File: config.mk
export PLATFORM = sky130hd
export DESIGN_NAME = regfile_wr_arbiter
export DESIGN_NICKNAME = d
export VERILOG_FILES = /design/src/rtl/rfarb_pkg.sv /design/src/rtl/rr_arbiter.sv /design/src/rtl/regfile_wr_arbiter.sv
export SDC_FILE = /design/constraint.sdc
export NUM_CORES = 1
export LEC_CHECK = 0
export BUFFER_PORTS_ARGS = -buffer_cell sky130_fd_sc_hd__buf_2
export CAP_MARGIN = 0
export CORE_AREA = 2 2 57 73
export DETAILED_ROUTE_END_ITERATION = 10
export DIE_AREA = 0 0 59 75
export HOLD_SLACK_MARGIN = 0.02
export PLACE_DENSITY = 0.78
export SETUP_SLACK_MARGIN = 0.4
export SLEW_MARGIN = 20
export SYNTH_ARGS = -nofsm -noshare
export SYNTH_HDL_FRONTEND = slang
export SYNTH_HIERARCHICAL = 1
export SYNTH_SLANG_ARGS = --single-unit
export TNS_END_PERCENT = 30
File: constraint.sdc
create_clock -name CLK -period 2.6 [get_ports CLK]
set_input_delay 0.26 -clock CLK [delete_from_list [all_inputs] [get_ports CLK]]
set_output_delay 0.26 -clock CLK [all_outputs]
set_load 0.005 [all_outputs]
File: src/rtl/rfarb_pkg.sv
// Shared types and sizing helpers for the register-file write arbiter.
package rfarb_pkg;

    localparam int unsigned RFARB_W = 8;
    localparam int unsigned RFARB_D = 3;

    typedef logic [RFARB_D-1:0] reg_addr_t;
    typedef logic [RFARB_W-1:0] word_t;

    typedef struct packed {
        reg_addr_t addr;
        word_t     data;
    } wr_req_t;

    // Counter width able to hold 0..maxwait.
    function automatic int unsigned cnt_width(int unsigned maxwait);
        return (maxwait < 1) ? 1 : $clog2(maxwait + 1);
    endfunction

endpackage

File: src/rtl/rr_arbiter.sv
// Combinational round-robin arbiter: the search starts one past ptr_i and wraps modulo N.
module rr_arbiter #(
    parameter int unsigned N = 3,
    localparam int unsigned PW = (N > 1) ? $clog2(N) : 1
) (
    input  logic [N-1:0]  valid_i,
    input  logic [PW-1:0] ptr_i,
    output logic [N-1:0]  grant_o,
    output logic [PW-1:0] idx_o,
    output logic          any_o
);

    logic [PW-1:0] cand;

    always_comb begin
        grant_o = '0;
        idx_o   = '0;
        any_o   = 1'b0;
        cand    = '0;
        // k runs 1..N so the last candidate examined is ptr_i itself.
        for (int unsigned k = 1; k <= N; k++) begin
            cand = PW'((32'(ptr_i) + k) % N);
            if (!any_o && valid_i[cand]) begin
                any_o       = 1'b1;
                grant_o[cand] = 1'b1;
                idx_o       = cand;
            end
        end
    end

endmodule

File: src/rtl/regfile_wr_arbiter.sv
// Register-file write-port arbiter: round-robin grant, registered write, starvation flags.
// Optional write-in-flight forwarding is enabled by defining RFARB_FWD_EN.
module regfile_wr_arbiter
    import rfarb_pkg::*;
#(
    parameter int unsigned W       = RFARB_W,
    parameter int unsigned D       = RFARB_D,
    parameter int unsigned NREQ    = 3,
    parameter int unsigned MAXWAIT = 7
) (
    input  logic              CLK,
    input  logic              Reset_n,
    input  logic [NREQ-1:0]   ReqValid,
    input  logic [NREQ*D-1:0] ReqAddr,
    input  logic [NREQ*W-1:0] ReqData,
    output logic [NREQ-1:0]   ReqReady,
    output logic              WriteReg,
    output logic [D-1:0]      WReg,
    output logic [W-1:0]      WriteValue,
    output logic [NREQ-1:0]   Starve,
    input  logic [D-1:0]      RdAddr1,
    input  logic [D-1:0]      RdAddr2,
    output logic              FwdHit1,
    output logic              FwdHit2,
    output logic [W-1:0]      FwdVal1,
    output logic [W-1:0]      FwdVal2
);

    localparam int unsigned PW = $clog2(NREQ);
    localparam int unsigned CW = cnt_width(MAXWAIT);

    typedef struct packed {
        logic [D-1:0] addr;
        logic [W-1:0] data;
    } wr_t;

    logic [NREQ-1:0] grant;
    logic [PW-1:0]   win_idx;
    logic            any_grant;
    logic [PW-1:0]   ptr_q, ptr_d;
    wr_t             sel;
    logic            wen_q;
    wr_t             wr_q, wr_d;
    logic [CW-1:0]   cnt_q [NREQ];
    logic [CW-1:0]   cnt_d [NREQ];

    rr_arbiter #(
        .N (NREQ)
    ) u_rr_arbiter (
        .valid_i (ReqValid),
        .ptr_i   (ptr_q),
        .grant_o (grant),
        .idx_o   (win_idx),
        .any_o   (any_grant)
    );

    // Reset gates the grant so no handshake completes while the block is held in reset.
    assign ReqReady = Reset_n ? grant : '0;

    always_comb begin
        sel.addr = ReqAddr[int'(win_idx)*D +: D];
        sel.data = ReqData[int'(win_idx)*W +: W];
        ptr_d    = any_grant ? win_idx : ptr_q;
        wr_d     = any_grant ? sel : wr_q;
        for (int i = 0; i < NREQ; i++) begin
            if (ReqValid[i] && !grant[i]) begin
                cnt_d[i] = (cnt_q[i] == CW'(MAXWAIT)) ? cnt_q[i] : cnt_q[i] + 1'b1;
            end else begin
                cnt_d[i] = '0;
            end
        end
    end

    always_ff @(posedge CLK or negedge Reset_n) begin
        if (!Reset_n) begin
            ptr_q <= PW'(NREQ - 1);
            wen_q <= 1'b0;
            wr_q  <= '0;
            for (int i = 0; i < NREQ; i++) begin
                cnt_q[i] <= '0;
            end
        end else begin
            ptr_q <= ptr_d;
            wen_q <= any_grant;
            wr_q  <= wr_d;
            for (int i = 0; i < NREQ; i++) begin
                cnt_q[i] <= cnt_d[i];
            end
        end
    end

    always_comb begin
        for (int i = 0; i < NREQ; i++) begin
            Starve[i] = (cnt_q[i] == CW'(MAXWAIT));
        end
    end

    assign WriteReg   = wen_q;
    assign WReg       = wr_q.addr;
    assign WriteValue = wr_q.data;

`ifdef RFARB_FWD_EN
    assign FwdHit1 = wen_q && (wr_q.addr == RdAddr1);
    assign FwdHit2 = wen_q && (wr_q.addr == RdAddr2);
    assign FwdVal1 = FwdHit1 ? wr_q.data : '0;
    assign FwdVal2 = FwdHit2 ? wr_q.data : '0;
`else
    logic unused_rd;
    assign unused_rd = ^{RdAddr1, RdAddr2};
    assign FwdHit1   = 1'b0;
    assign FwdHit2   = 1'b0;
    assign FwdVal1   = '0;
    assign FwdVal2   = '0;
`endif

endmodule

==> results.ini, run 1 <==
[critical_path]
reg2reg_from = ptr_q[1]$_DFFE_PN1P_
cp_top_family = flip-flops
cp_cell_sequence = inv_2 > ha_2 > nand3b_1 > o21ai_4 > buf_4 > o31ai_4 > and2_1 > buf_2
cp_max_fo = 6
worstSetupPathType = reg2out
cp-end-kind = primary output
max_stage_delay_ps = 590
crit_path_start_kind = flip-flop
worstReg2RegEnd = WReg[1]$_DFFE_PN0P_
r2r_slack_ps = 310
crit_required_ps = 2340
crit_buf_inv = 3
worst_path_max_delay_cell = dfstp_2
ff2ff_path_depth = 10
worstPathArrival_ps = 2060

[power_and_ir_drop]
p_per_area_nw_per_um2 = 1200
ir_worst_vdd_mv = 0.682
swShare = 0.404
combinationalPowerShare = 0.687
cell_internal_pwr_mw = 1.57
power_frac_clock = 0.083
switchingPower_mw = 1.06
p_leak_nw = 1.09
seqPwrFrac = 0.230

[yosys]
synthCells = 168
synth-seq-cells = 23
seq_area_frac_synth = 0.340
yosysWarnings = 6
synth_ff_type = dfrtp_1
synth_top_area_share = 0.325
syn_area_sq_um = 1700
synthArstFlopShare = 1.00
synth_top_area_cell = dfrtp_1
avgSynthCellArea_sq_um = 10.1
synth_edf_count = 0
synthTopCellsByArea = dfrtp_1 32%, mux2i_1 12%, buf_4 8.4%, ha_1 7.4%, nand4b_1 5.7%
ys_types = 33

[layout]
area_growth_syn_to_layout_pct = 30.0
nNetsFinal = 288
drive_gt1_frac = 0.429
layout_commonest_cell = buf_2
finalNonFillerCells = 273
diodes = 0
design_area_sq_um = 2200
mostFrequentLayoutCells = 55 x buf_2, 22 x dfrtp_1, 18 x mux2i_1, 18 x conb_1, 15 x inv_1

[die]
dieArea_sq_um = 4430
pin_count = 80
core.rowCount = 25
initial_core_util = 0.459
core-area_sq_um = 3690
die_y_microns = 75
die_w_microns = 59

[clocking]
cts_buffers = 3
clk_latency_ps = 260
cts_tree = built
htreeDepth = 1
root_buffer = clkbuf_8
path_clk_slew_ps = 80
clk_path_buf_depth = 2
numClockSinks = 23

[route]
dr_total_vias = 1405
totalWireLength_microns = 3940
wl_per_cell_microns = 14.4
routed_via_density = 5.15
drc = 0
antenna_left = 0
firstDrtPassIters = 4
drt_first_iter_violations = 52

[global_route]
grtUsageTotal = 0.175
grt_max_degree = 27
antenna_found_initial = 0
grt_overflow_total = 0
grt_pass1_wl_microns = 5980
grt_pass1_vias = 1279

[placed_design]
numPortBuffers = 55
gp_congestion = 0.729
place_inst = 256
postPlaceCellArea_sq_um = 1920
place_hpwl_microns = 2610
pre_cts_ws_ps = 97.5

[min_path]
min_path_cells = 3
hold_path.startpoint = ReqData[12]
min_to = WriteValue[4]$_DFFE_PN0P_
min_path_type = in2reg

[timing]
setup_viol = 0
slew_viol_final = 0
timing.setup.tns_ps = 0
relSlewSlack = 0.638
hold_violations = 0
max_freq_ghz = 0.430
rsz0062_at_grt = true
period_minus_slack_ps = 2320
finalClockSkew_ps = 6.20
fin_ws_ps = 276
finalCritPeriodShare = 0.894
worst_pin_slew_ps = 542

[status]
status = finished clean

[run]
max_cap_viol_count = 0

cell families (layout without fill, tap and decap cells):
kind of cell	Yosys count	in the layout	synth area share
AOI/OAI and AO/OA	26	26	0.130
xor gates and xnor gates	3	3	0.0155
adders and majority gates	10	10	0.0738
buffers and inverters	44	92	0.165
DFF	23	23	0.340
muxes	23	23	0.137
other	1	18	0.00221
and+or+nand+nor	38	38	0.136
power by group through the flow:
stage               clock [mW]  combinational [mW]  sequential [mW]
detailed placement           0                1.33            0.611
floorplan                    0                1.07            0.610
CTS                      0.226                1.63            0.604
global placement             0                1.30            0.603
global route             0.242                1.96            0.626
finish                   0.219                1.81            0.605
synthesized netlist by cell type (2+ instances only):
cell and number:
buf_6 3, nor2_1 11, buf_2 4, dfrtp_1 22, and2_1 3, o22ai_1 2, inv_1 17, nand4b_1 11
mux2i_1 21, o221ai_1 10, nand3b_1 2, xor2_1 3, nand2b_1 6, a21oi_1 2, o21ai_1 2, mux2_2 2
ha_1 10, nand2_1 4, buf_4 19
state kept, by name, summed over array words and instances (netlist names):
name / count
WriteReg: 1
WReg: 3
WriteValue: 8
ptr_q: 2
cnt_q: 9
worst max-delay path by stage:
stage                         start                   endpoint  slack, ps  depth (start not counted)
6_report       ptr_q[1]$_DFFE_PN1P_                ReqReady[0]        280                          8
5_1_grt        ptr_q[1]$_DFFE_PN1P_                ReqReady[0]        180                          8
4_1_cts        ptr_q[1]$_DFFE_PN1P_                ReqReady[2]        260                          7
3_5_place_dp   ptr_q[0]$_DFFE_PN0P_  WriteValue[6]$_DFFE_PN0P_        100                          8
3_3_place_gp   ptr_q[0]$_DFFE_PN0P_  WriteValue[5]$_DFFE_PN0P_        190                          8
2_1_floorplan  ptr_q[1]$_DFFE_PN1P_  WriteValue[3]$_DFFE_PN0P_        530                          8
worst min-delay path, delay by kind of cell:
kind	cells	cell delay (ps)
AOI/OAI and AO/OA	1	70
and+or+nand+nor	1	70
buffers and inverters	1	80
through the flow:
step	hold WS (ps)	total power [mW]	utilization
2_1_floorplan	-35.6	1.68	-
3_3_place_gp	281	1.90	0.520
4_1_cts	249	2.46	0.576
3_5_place_dp	286	1.94	0.520
6_report	254	2.63	0.597
5_1_grt	257	2.83	0.597
area by class of cell:
cell class	count	area (sq um)
clock inverter	1	5.00
tap	40	50.0
multi-input combinational	118	1020
timing repair buffer	71	448
sequential	23	577
inverter	17	63.8
clock buffer	3	41.3
fill	307	1490
per-layer routing:
layer	wire length [microns]	part of all wire	global-route usage	vias to the layer above
met3	172	0.044	0.0275	6
met1	1610	0.41	0.216	670
met4	53	0.013	0.0859	0
met5	0	0	0	-
li1	-	-	-	688
met2	2100	0.53	0.296	41
repair_timing:
| action | 4_1_cts | 5_1_grt |
|---|---|---|
| pin swaps | 5 | 6 |
| endpoints found under the hold margin | 22 | 0 |
| hold buffers | 1 | 0 |
| endpoints found under the setup margin | 16 | 16 |
| gates cloned | 1 | 1 |
| setup buffers | 5 | 5 |
| gates resized for setup | 16 | 6 |
(Power assumes the default switching activity.)
==> run 2: changes to the inputs <==
--- a/config.mk
+++ b/config.mk
@@ -7,9 +7,9 @@
 export LEC_CHECK = 0
 export BUFFER_PORTS_ARGS = -buffer_cell sky130_fd_sc_hd__buf_2
 export CAP_MARGIN = 0
-export CORE_AREA = 2 2 57 73
+export CORE_AREA = 5 5 60 76
 export DETAILED_ROUTE_END_ITERATION = 10
-export DIE_AREA = 0 0 59 75
+export DIE_AREA = 0 0 65 81
 export HOLD_SLACK_MARGIN = 0.02
 export PLACE_DENSITY = 0.78
 export SETUP_SLACK_MARGIN = 0.4
==> results.ini, run 2 (synthesis gave the netlist of run 1 again) <==
[status]
status = finished clean  ; unchanged

[power_and_ir_drop]
cell_internal_pwr_mw = 1.55  ; was 1.57 mW
combinationalPowerShare = 0.693  ; was 0.687
seqPwrFrac = 0.226  ; was 0.230
p_leak_nw = 1.12  ; was 1.09 nW
power_frac_clock = 0.081  ; was 0.083
switchingPower_mw = 1.10  ; was 1.06 mW
swShare = 0.414  ; was 0.404
p_per_area_nw_per_um2 = 1190  ; was 1200 nW/um^2
ir_worst_vdd_mv = 0.468  ; was 0.682 mV

[timing]
relSlewSlack = 0.666  ; was 0.638
timing.setup.tns_ps = 0  ; unchanged
period_minus_slack_ps = 2360  ; was 2320 ps
hold_violations = 0  ; unchanged
worst_pin_slew_ps = 501  ; was 542 ps
fin_ws_ps = 239  ; was 276 ps
slew_viol_final = 0  ; unchanged
setup_viol = 0  ; unchanged
rsz0062_at_grt = true  ; unchanged
finalClockSkew_ps = 1.54  ; was 6.20 ps
max_freq_ghz = 0.424  ; was 0.430 GHz
finalCritPeriodShare = 0.908  ; was 0.894

[run]
max_cap_viol_count = 0  ; unchanged

[layout]
largest-register = cnt_q  ; unchanged
layout_commonest_cell = buf_2  ; unchanged
design_area_sq_um = 2240  ; was 2200 sq um
nNetsFinal = 296  ; was 288
fin_util = 0.602  ; was 0.597
mostFrequentLayoutCells = 56 x buf_2, 22 x dfrtp_1, 20 x mux2i_1, 18 x conb_1, 16 x inv_1  ; was 55 x buf_2, 22 x dfrtp_1, 18 x mux2i_1, 18 x conb_1, 15 x inv_1
final-seq-area_sq_um = 577  ; unchanged
drive_gt1_frac = 0.419  ; was 0.429
largest_reg_flops = 9  ; unchanged
nFillCells = 315  ; was 307
diodes = 0  ; unchanged
multi_input_area_sq_um = 1020  ; about the same
area_growth_syn_to_layout_pct = 32.1  ; was 30.0%

[route]
dr_total_vias = 1467  ; was 1,405
wl_per_cell_microns = 15.8  ; was 14.4 microns
antenna_left = 0  ; unchanged
firstDrtPassIters = 5  ; was 4
totalWireLength_microns = 4450  ; was 3940 microns
routed_via_density = 5.22  ; was 5.15
drc = 0  ; unchanged
drt_first_iter_violations = 51  ; was 52

[global_route]
grt_overflow_total = 0  ; unchanged
grt_pass1_wl_microns = 6570  ; was 5980 microns
grt_max_degree = 23  ; was 27
grtUsageTotal = 0.159  ; was 0.175
grt_pass1_vias = 1460  ; was 1,279
antenna_found_initial = 0  ; unchanged

[clocking]
numClockSinks = 23  ; unchanged
cts_buffers = 3  ; unchanged
htreeDepth = 1  ; unchanged
path_clk_slew_ps = 80  ; about the same
root_buffer = clkbuf_8  ; unchanged
clk_latency_ps = 260  ; about the same
cts_tree = built  ; unchanged
clk_path_buf_depth = 2  ; unchanged

[placed_design]
postPlaceCellArea_sq_um = 1950  ; was 1920 sq um
gp_congestion = 0.835  ; was 0.729
place_hpwl_microns = 2910  ; was 2610 microns
numPortBuffers = 55  ; unchanged
pre_cts_ws_ps = -25.7  ; was 97.5 ps

[die]
pin_count = 80  ; unchanged
dieArea_sq_um = 5270  ; was 4430 sq um
initial_core_util = 0.455  ; was 0.459
core.rowCount = 25  ; unchanged
core-area_sq_um = 3720  ; was 3690 sq um
die_y_microns = 81  ; was 75 microns
die_w_microns = 65  ; was 59 microns

[critical_path]
max_stage_delay_ps = 590  ; about the same
worstPathArrival_ps = 2100  ; was 2060 ps
cp_max_fo = 4  ; was 6
crit_path_start_kind = flip-flop  ; unchanged
setup.worst_path.start = ptr_q[1]$_DFFE_PN1P_  ; unchanged
crit_buf_inv = 3  ; unchanged
cp_top_family = flip-flops  ; unchanged
reg2reg_from = ptr_q[1]$_DFFE_PN1P_  ; unchanged
worstSetupPathType = reg2out  ; unchanged
cp_cell_sequence = buf_6 > ha_4 > buf_4 > mux2i_1 > nor2b_2 > o31ai_2 > and2_1 > buf_2  ; was inv_2 > ha_2 > nand3b_1 > o21ai_4 > buf_4 > o31ai_4 > and2_1 > buf_2
worst_path_max_delay_cell = dfstp_2  ; unchanged
cp-end-kind = primary output  ; unchanged
crit_required_ps = 2340  ; about the same

[min_path]
hold_path.startpoint = ReqData[12]  ; unchanged
min_path_type = in2reg  ; unchanged

-- run 2: cell count changes in the layout (fill, tap and decap cells not counted), sizes merged --
cell	delta
clkbuf	-1
buf	+8
o31ai	+1
-- run 2: per-stage QoR --
| stage | hold WS (ps) | power, mW | instances |
|---|---|---|---|
| after floorplan | -35.6 | 1.68 | 185 |
| after global placement | 274 | 1.95 | 262 |
| after detailed placement | 277 | 2.00 | 262 |
| after CTS | 254 | 2.50 | 277 |
| after global routing | 255 | 2.84 | 281 |
| final | 258 | 2.65 | 281 |
-- run 2: repair_timing --
item	in CTS	in global routing
gates cloned	1	0
hold buffers	2	0
pin swaps	6	3
setup endpoints to repair	15	16
gates resized for setup	14	8
endpoints found under the hold margin	22	0
setup buffers	8	4
-- run 2: power groups by stage --
stage / clock [mW] / sequential (mW) / combinational [mW]
finish: 0.216 / 0.599 / 1.84
global route: 0.243 / 0.618 / 1.98
CTS: 0.228 / 0.598 / 1.68
detailed placement: 0 / 0.604 / 1.39
global placement: 0 / 0.595 / 1.35
floorplan: 0 / 0.610 / 1.07
-- run 2: path summary, 6_finish.rpt --
check	end	slack [ps]	cells after the start
max	ReqReady[0]	240	8
min	WriteValue[4]$_DFFE_PN0P_	260	3
max reg2reg	WriteValue[5]$_DFFE_PN0P_	260	10
min reg2reg	cnt_q[7]$_DFFE_PN0P_	530	2
max in group asynchronous	cnt_q[3]$_DFFE_PN0P_	1580	3
min in group asynchronous	ptr_q[1]$_DFFE_PN1P_	530	2
-- run 2: layout make-up --
class | count | share of cell area
Inverter | 17 | 0.0285
Sequential cell | 23 | 0.258
Timing Repair Buffer | 78 | 0.217
Clock buffer | 3 | 0.0184
Clock inverter | 1 | 0.00223
Multi-Input combinational cell | 119 | 0.454
Tap cell | 40 | 0.0223
-- run 2: worst min-delay path: cells and delay by family --
family	cells	cell delay, ps
compound gates	1	70
simple gates	1	70
buf+inv	1	70
-- run 2: per-layer routing --
metal,vias up,routed length [microns],GRT usage
li1,712,-,-
met2,48,2500,0.305
met5,-,0,0
met1,701,1680,0.179
met4,0,78,0.0677
met3,6,193,0.0111
